===== src/rtl/axi_wr_pkg.sv =====
// Shared types and helpers for the AXI-style register write slave.
package axi_wr_pkg;

   typedef enum logic [1:0] {
      RESP_OKAY   = 2'b00,
      RESP_SLVERR = 2'b10
   } resp_t;

   // Number of byte-offset bits below the register index.
   function automatic int unsigned calc_addr_lsb(input int unsigned data_width);
      return $clog2(data_width / 8);
   endfunction

endpackage


===== src/rtl/sync_fifo.sv =====
// Show-ahead synchronous FIFO; full/empty tracked with an extra pointer MSB.
module sync_fifo #(
   parameter int unsigned width_g = 8,
   parameter int unsigned depth_g = 4
) (
   input  logic               clk,
   input  logic               rst_n,
   input  logic               push,
   input  logic [width_g-1:0] wdata,
   output logic               full,
   input  logic               pop,
   output logic [width_g-1:0] rdata,
   output logic               empty
);

   localparam int unsigned PtrW = $clog2(depth_g);

   logic [PtrW:0]        wr_ptr_q, rd_ptr_q;
   logic [width_g-1:0]   mem_q [depth_g];
   logic                 do_push, do_pop;

   assign full    = (wr_ptr_q[PtrW] != rd_ptr_q[PtrW]) &&
                    (wr_ptr_q[PtrW-1:0] == rd_ptr_q[PtrW-1:0]);
   assign empty   = (wr_ptr_q == rd_ptr_q);
   // No pass-through: a push into a full FIFO is dropped even if a pop happens.
   assign do_push = push && !full;
   assign do_pop  = pop && !empty;
   assign rdata   = empty ? '0 : mem_q[rd_ptr_q[PtrW-1:0]];

   always_ff @(posedge clk) begin
      if (!rst_n) begin
         wr_ptr_q <= '0;
         rd_ptr_q <= '0;
      end else begin
         if (do_push) wr_ptr_q <= wr_ptr_q + {{PtrW{1'b0}}, 1'b1};
         if (do_pop)  rd_ptr_q <= rd_ptr_q + {{PtrW{1'b0}}, 1'b1};
      end
   end

   always_ff @(posedge clk) begin
      if (do_push) mem_q[wr_ptr_q[PtrW-1:0]] <= wdata;
   end

endmodule


===== src/rtl/axi_wr_reg_slave.sv =====
// AXI-style write slave: buffers address/data beats, pairs them in order and
// commits each pair into a register bank with a buffered 2-bit response.
module axi_wr_reg_slave
   import axi_wr_pkg::*;
#(
   parameter int unsigned data_width_g = 32,
   parameter int unsigned num_regs_g   = 8,
   parameter int unsigned fifo_depth_g = 4
) (
   input  logic                               clk,
   input  logic                               rst_n,
   input  logic                               waddr_valid,
   output logic                               waddr_ready,
   input  logic [data_width_g-1:0]            waddr_data,
   input  logic                               wdata_valid,
   output logic                               wdata_ready,
   input  logic [data_width_g-1:0]            wdata_data,
   output logic                               wresp_valid,
   input  logic                               wresp_ready,
   output logic [1:0]                         wresp_data,
   output logic [num_regs_g*data_width_g-1:0] regs_out,
   output logic [num_regs_g-1:0]              wr_strobe
);

   localparam int unsigned AddrLsb = calc_addr_lsb(data_width_g);
   localparam int unsigned IdxW    = (num_regs_g > 1) ? $clog2(num_regs_g) : 1;

   logic [data_width_g-1:0] addr_head, data_head, addr_idx;
   logic                    addr_full, addr_empty, data_full, data_empty;
   logic                    resp_full, resp_empty;
   logic                    commit, legal;
   logic [IdxW-1:0]         reg_idx;
   resp_t                   resp_in;

   logic [num_regs_g-1:0][data_width_g-1:0] regs_q;
   logic [num_regs_g-1:0]                   strobe_d, strobe_q;

   assign waddr_ready = !addr_full;
   assign wdata_ready = !data_full;
   assign wresp_valid = !resp_empty;

   sync_fifo #(
      .width_g (data_width_g),
      .depth_g (fifo_depth_g)
   ) u_addr_fifo (
      .clk   (clk),
      .rst_n (rst_n),
      .push  (waddr_valid && waddr_ready),
      .wdata (waddr_data),
      .full  (addr_full),
      .pop   (commit),
      .rdata (addr_head),
      .empty (addr_empty)
   );

   sync_fifo #(
      .width_g (data_width_g),
      .depth_g (fifo_depth_g)
   ) u_data_fifo (
      .clk   (clk),
      .rst_n (rst_n),
      .push  (wdata_valid && wdata_ready),
      .wdata (wdata_data),
      .full  (data_full),
      .pop   (commit),
      .rdata (data_head),
      .empty (data_empty)
   );

   sync_fifo #(
      .width_g (2),
      .depth_g (fifo_depth_g)
   ) u_resp_fifo (
      .clk   (clk),
      .rst_n (rst_n),
      .push  (commit),
      .wdata (resp_in),
      .full  (resp_full),
      .pop   (wresp_ready),
      .rdata (wresp_data),
      .empty (resp_empty)
   );

   // Full is sampled before any same-cycle response pop, so a full response
   // FIFO always stalls the commit.
   assign commit   = !addr_empty && !data_empty && !resp_full;
   assign addr_idx = addr_head >> AddrLsb;
   assign legal    = (addr_head[AddrLsb-1:0] == '0) &&
                     (addr_idx < data_width_g'(num_regs_g));
   assign reg_idx  = addr_idx[IdxW-1:0];
   assign resp_in  = legal ? RESP_OKAY : RESP_SLVERR;

   always_comb begin
      strobe_d = '0;
      if (commit && legal) strobe_d[reg_idx] = 1'b1;
   end

   always_ff @(posedge clk) begin
      if (!rst_n) begin
         regs_q   <= '0;
         strobe_q <= '0;
      end else begin
         strobe_q <= strobe_d;
         if (commit && legal) regs_q[reg_idx] <= data_head;
      end
   end

   assign regs_out  = regs_q;
   assign wr_strobe = strobe_q;

endmodule


===== config.mk =====
export PLATFORM = sky130hd
export DESIGN_NAME = axi_wr_reg_slave
export DESIGN_NICKNAME = d
export VERILOG_FILES = /design/src/rtl/axi_wr_pkg.sv /design/src/rtl/sync_fifo.sv /design/src/rtl/axi_wr_reg_slave.sv
export SDC_FILE = /design/constraint.sdc
export NUM_CORES = 1
export LEC_CHECK = 0
export BUFFER_PORTS_ARGS = -buffer_cell sky130_fd_sc_hd__buf_2
export CAP_MARGIN = 5
export CORE_ASPECT_RATIO = 0.75
export CORE_MARGIN = 10
export CORE_UTILIZATION = 60
export DETAILED_ROUTE_END_ITERATION = 7
export GPL_ROUTABILITY_DRIVEN = 1
export PLACE_DENSITY = 0.88
export RECOVER_POWER = 100
export SLEW_MARGIN = 10
export SYNTH_ARGS = -nofsm -noshare
export SYNTH_HDL_FRONTEND = slang
export SYNTH_SLANG_ARGS = --single-unit

===== constraint.sdc =====
create_clock -name clk -period 4.7 [get_ports clk]
set_input_delay 0.235 -clock clk [delete_from_list [all_inputs] [get_ports clk]]
set_output_delay 0.235 -clock clk [all_outputs]
set_load 0.1 [all_outputs]

==> flow_summary_export.csv <==
group,metric,value,unit
grt,grt_pass1_wl,82970,microns
grt,antenna_found_initial,2,
detailed_routing,num_vias,13060,
worst_setup_path,crit_arrival,4080,ps
synthesis,syn_avg_cell_area,14.42,sq um
floorplanning,fp.dieW,230.1,microns
hold_path,hp-class,"in -> reg",
timing,slew_violations,459,
timing,hold_viol,0,
synthesis,synth_ff_type,"dfxtp_1",
clocking,cts_max_level,2,
clocking,postCtsSetupBuffers,0,
synthesis,synth_edf_count,260,
placed_design,place_ws,1517,ps
detailed_routing,vias_per_cell,5.767,
timing,fin_skew,29.83,ps
synthesis,synth_warnings,0,
worst_setup_path,critPathCaptureType,"flip-flop",
placed_design,gp_congestion,0.8038,
placed_design,dpl.hpwl,35710,microns
synthesis,ys_types,36,
synthesis,synth_seq_cells,548,
synthesis,async_flop_share,0,
clocking,cts_root_buf,"clkbuf_16",
timing,finalCritPeriodShare,0.7713,
placed_design,io_buffers,336,
run_status,violations,"capacitance limit, slew limit",
timing,holdWs,153.9,ps
synthesis,ys_seq_area_frac,0.6836,
floorplanning,num_io_pins,338,
detailed_routing,wl_per_cell,24.81,microns
synthesis,synth.net_count,1461,
final_layout,fin_util,0.7221,
power_and_ir_drop,peakVddDrop,0.3345,mV
power_and_ir_drop,power.total,10.56,mW
clocking,cts.path.max_buffers,3,
synthesis,yosys.area.top_type,"edfxtp_1",
clocking,numCtsBuffers,49,
clocking,clkTransAtPathRegs,70,ps
timing,period_minus_slack,3625,ps
floorplanning,fp.coreArea,32520,sq um
worst_setup_path,critPathLaunchType,"flip-flop",
timing,setup-tns-final,0,ps
final_layout,synthToLayoutAreaGrowth,18.28,%
detailed_routing,postRouteAntennaNets,0,
floorplanning,die-area,40840,sq um
final_layout,fin_nets,1862,
run_status,status,"complete, but fails checks",
worst_setup_path,crit_type,"reg -> reg",
timing,rsz0062_at_grt,"false",
grt,gr-total-overflow,0,
detailed_routing,drt-total-wl,56180,microns
synthesis,synth_cells,1377,
grt,grt_pass1_vias,13380,
clocking,clk_latency,570,ps
power_and_ir_drop,power.density,449.7,nW/um^2
timing,tightest_slew,2027,ps
floorplanning,die_h,177.5,microns
grt,grt_use_total,0.2642,
job,cap_violations,11,
timing,setup_viol,0,
synthesis,syn_area,19860,sq um
timing,worst_slack,1075,ps
worst_setup_path,crit_required,5160,ps
final_layout,layout-drive-gt1-share,0.07481,
floorplanning,initial_core_util,0.6105,
detailed_routing,drt_iter0_markers,1450,
clocking,cts_tree,"built",
power_and_ir_drop,power_leakage,7.556,nW
synthesis,synth_top_area_share,0.3932,
worst_setup_path,crit_path_max_fanout,24,
timing,slew-limit-headroom,-0.3512,
clocking,clock-sinks,548,
floorplanning,rows,57,
detailed_routing,dr.pass1.iters,5,
grt,grt_max_degree,101,
synthesis,yosys-top-cells-area,"edfxtp_1 (39%), dfxtp_1 (29%), mux2i_1 (13%)",
detailed_routing,drc,0,
timing,fmax,275.8,MHz
==> sequential cells by signal (all words and copies together), names as in the netlist, 4 cells and up, named ones only <==
register / cells
u_addr_fifo.mem_q: 128
wr_strobe: 8
regs_out: 256
u_data_fifo.mem_q: 128
u_resp_fifo.mem_q: 4
==> worst max-delay path, stage by stage, from the launching register on <==
cell	delay [ps]
dfxtp_1	360
xor2_1	220
nand3b_1	190
o211a_1	560
nand3_1	360
nor4_2	1240
buf_12	340
mux2i_1	240
==> repair_timing <==
action	CTS	global route
gates resized for setup	0	0
hold endpoints to repair	256	0
hold buffers	64	0
==> cells in the final DEF, fill, tap and decap left out, types with 3 or more instances in the layout <==
master and count:
mux2i_1 260, clkinvlp_4 4, nand3b_1 4, and2_0 10, clkbuf_2 6, clkbuf_1 351
xnor2_1 17, inv_1 6, clkbuf_8 5, nor2_1 14, buf_2 3, nor4_1 27
dlygate4sd3_1 64, edfxtp_1 260, nor3_1 4, and3_1 8, mux4_2 34, nor2b_1 10
clkinv_4 3, and2_1 10, nor4b_1 3, nand4_1 4, nand2_1 298, a21oi_1 3
buf_4 9, nand3_1 11, clkbuf_16 51, ha_1 15, clkinv_1 3, dfxtp_1 287
clkinv_2 8, xor2_1 4, diode_2 4
==> power by group <==
group          internal (mW)  switching (mW)  leakage (nW)
sequential              5.18           0.135          4.71
combinational          0.418           0.850          2.08
clock                   2.19            1.79         0.764
==> final cells by class <==
| type | count | area [sq um] |
|---|---|---|
| repair buffers | 422 | 2062 |
| inverters | 6 | 22.52 |
| well taps | 442 | 553.0 |
| clock buffers | 69 | 1394 |
| flip-flops and latches | 548 | 13570 |
| diodes | 4 | 10.01 |
| fillers | 2212 | 9036 |
| clock inverters | 22 | 188.9 |
| multi-input cells | 751 | 5680 |
==> through the flow <==
step           area [sq um]  instances
2_1_floorplan         19860       1377
3_3_place_gp          21830       2105
3_5_place_dp          21830       2105
4_1_cts               24050       2260
5_1_grt               23480       2262
6_report              23490       2264
==> cell usage after synthesis, types with 5 or more instances <==
library cell,count
inv_1,6
nand2_1,298
nor2_1,14
mux4_2,34
nor4b_4,5
nor2b_1,10
clkbuf_1,39
buf_6,26
and3_1,8
ha_1,15
dfxtp_1,288
mux2i_1,260
and2_1,20
nand3_1,11
xnor2_1,17
nor4_1,24
edfxtp_1,260
==> path summary, 6_finish.rpt <==
kind	from	endpoint	slack, ps	cells after the start
hold reg to reg	regs_out[160]	regs_out[160]	450	2
setup / recovery	u_addr_fifo.rd_ptr_q[2]	regs_out[217]	1070	7
hold / removal	wresp_ready	u_resp_fifo.rd_ptr_q[2]	150	4
setup reg to reg	u_addr_fifo.rd_ptr_q[2]	regs_out[217]	1070	7
==> cell families (layout without fill, tap and decap cells) <==
kind of cell               count (synthesis)  count (layout)  synth area share
adders and majority gates                 15              15          0.009452
buffers and inverters                     78             519           0.02489
xor gates and xnor gates                  21              21          0.009263
DFF                                      548             548            0.6836
muxes                                    296             296            0.1723
AOI/OAI and AO/OA                          9               9          0.003403
and+or+nand+nor                          409             409           0.09692
other                                      1               5         0.0001889
==> layer usage <==
metal  share of wire  vias up  GRT usage
met3           0.081      137    0.05664
met2            0.49      657     0.4450
li1                -     5705          -
met1            0.40     6558     0.3336
met5               0        -          0
met4           0.037        0    0.09598
Power figures use the tool's default switching activity.
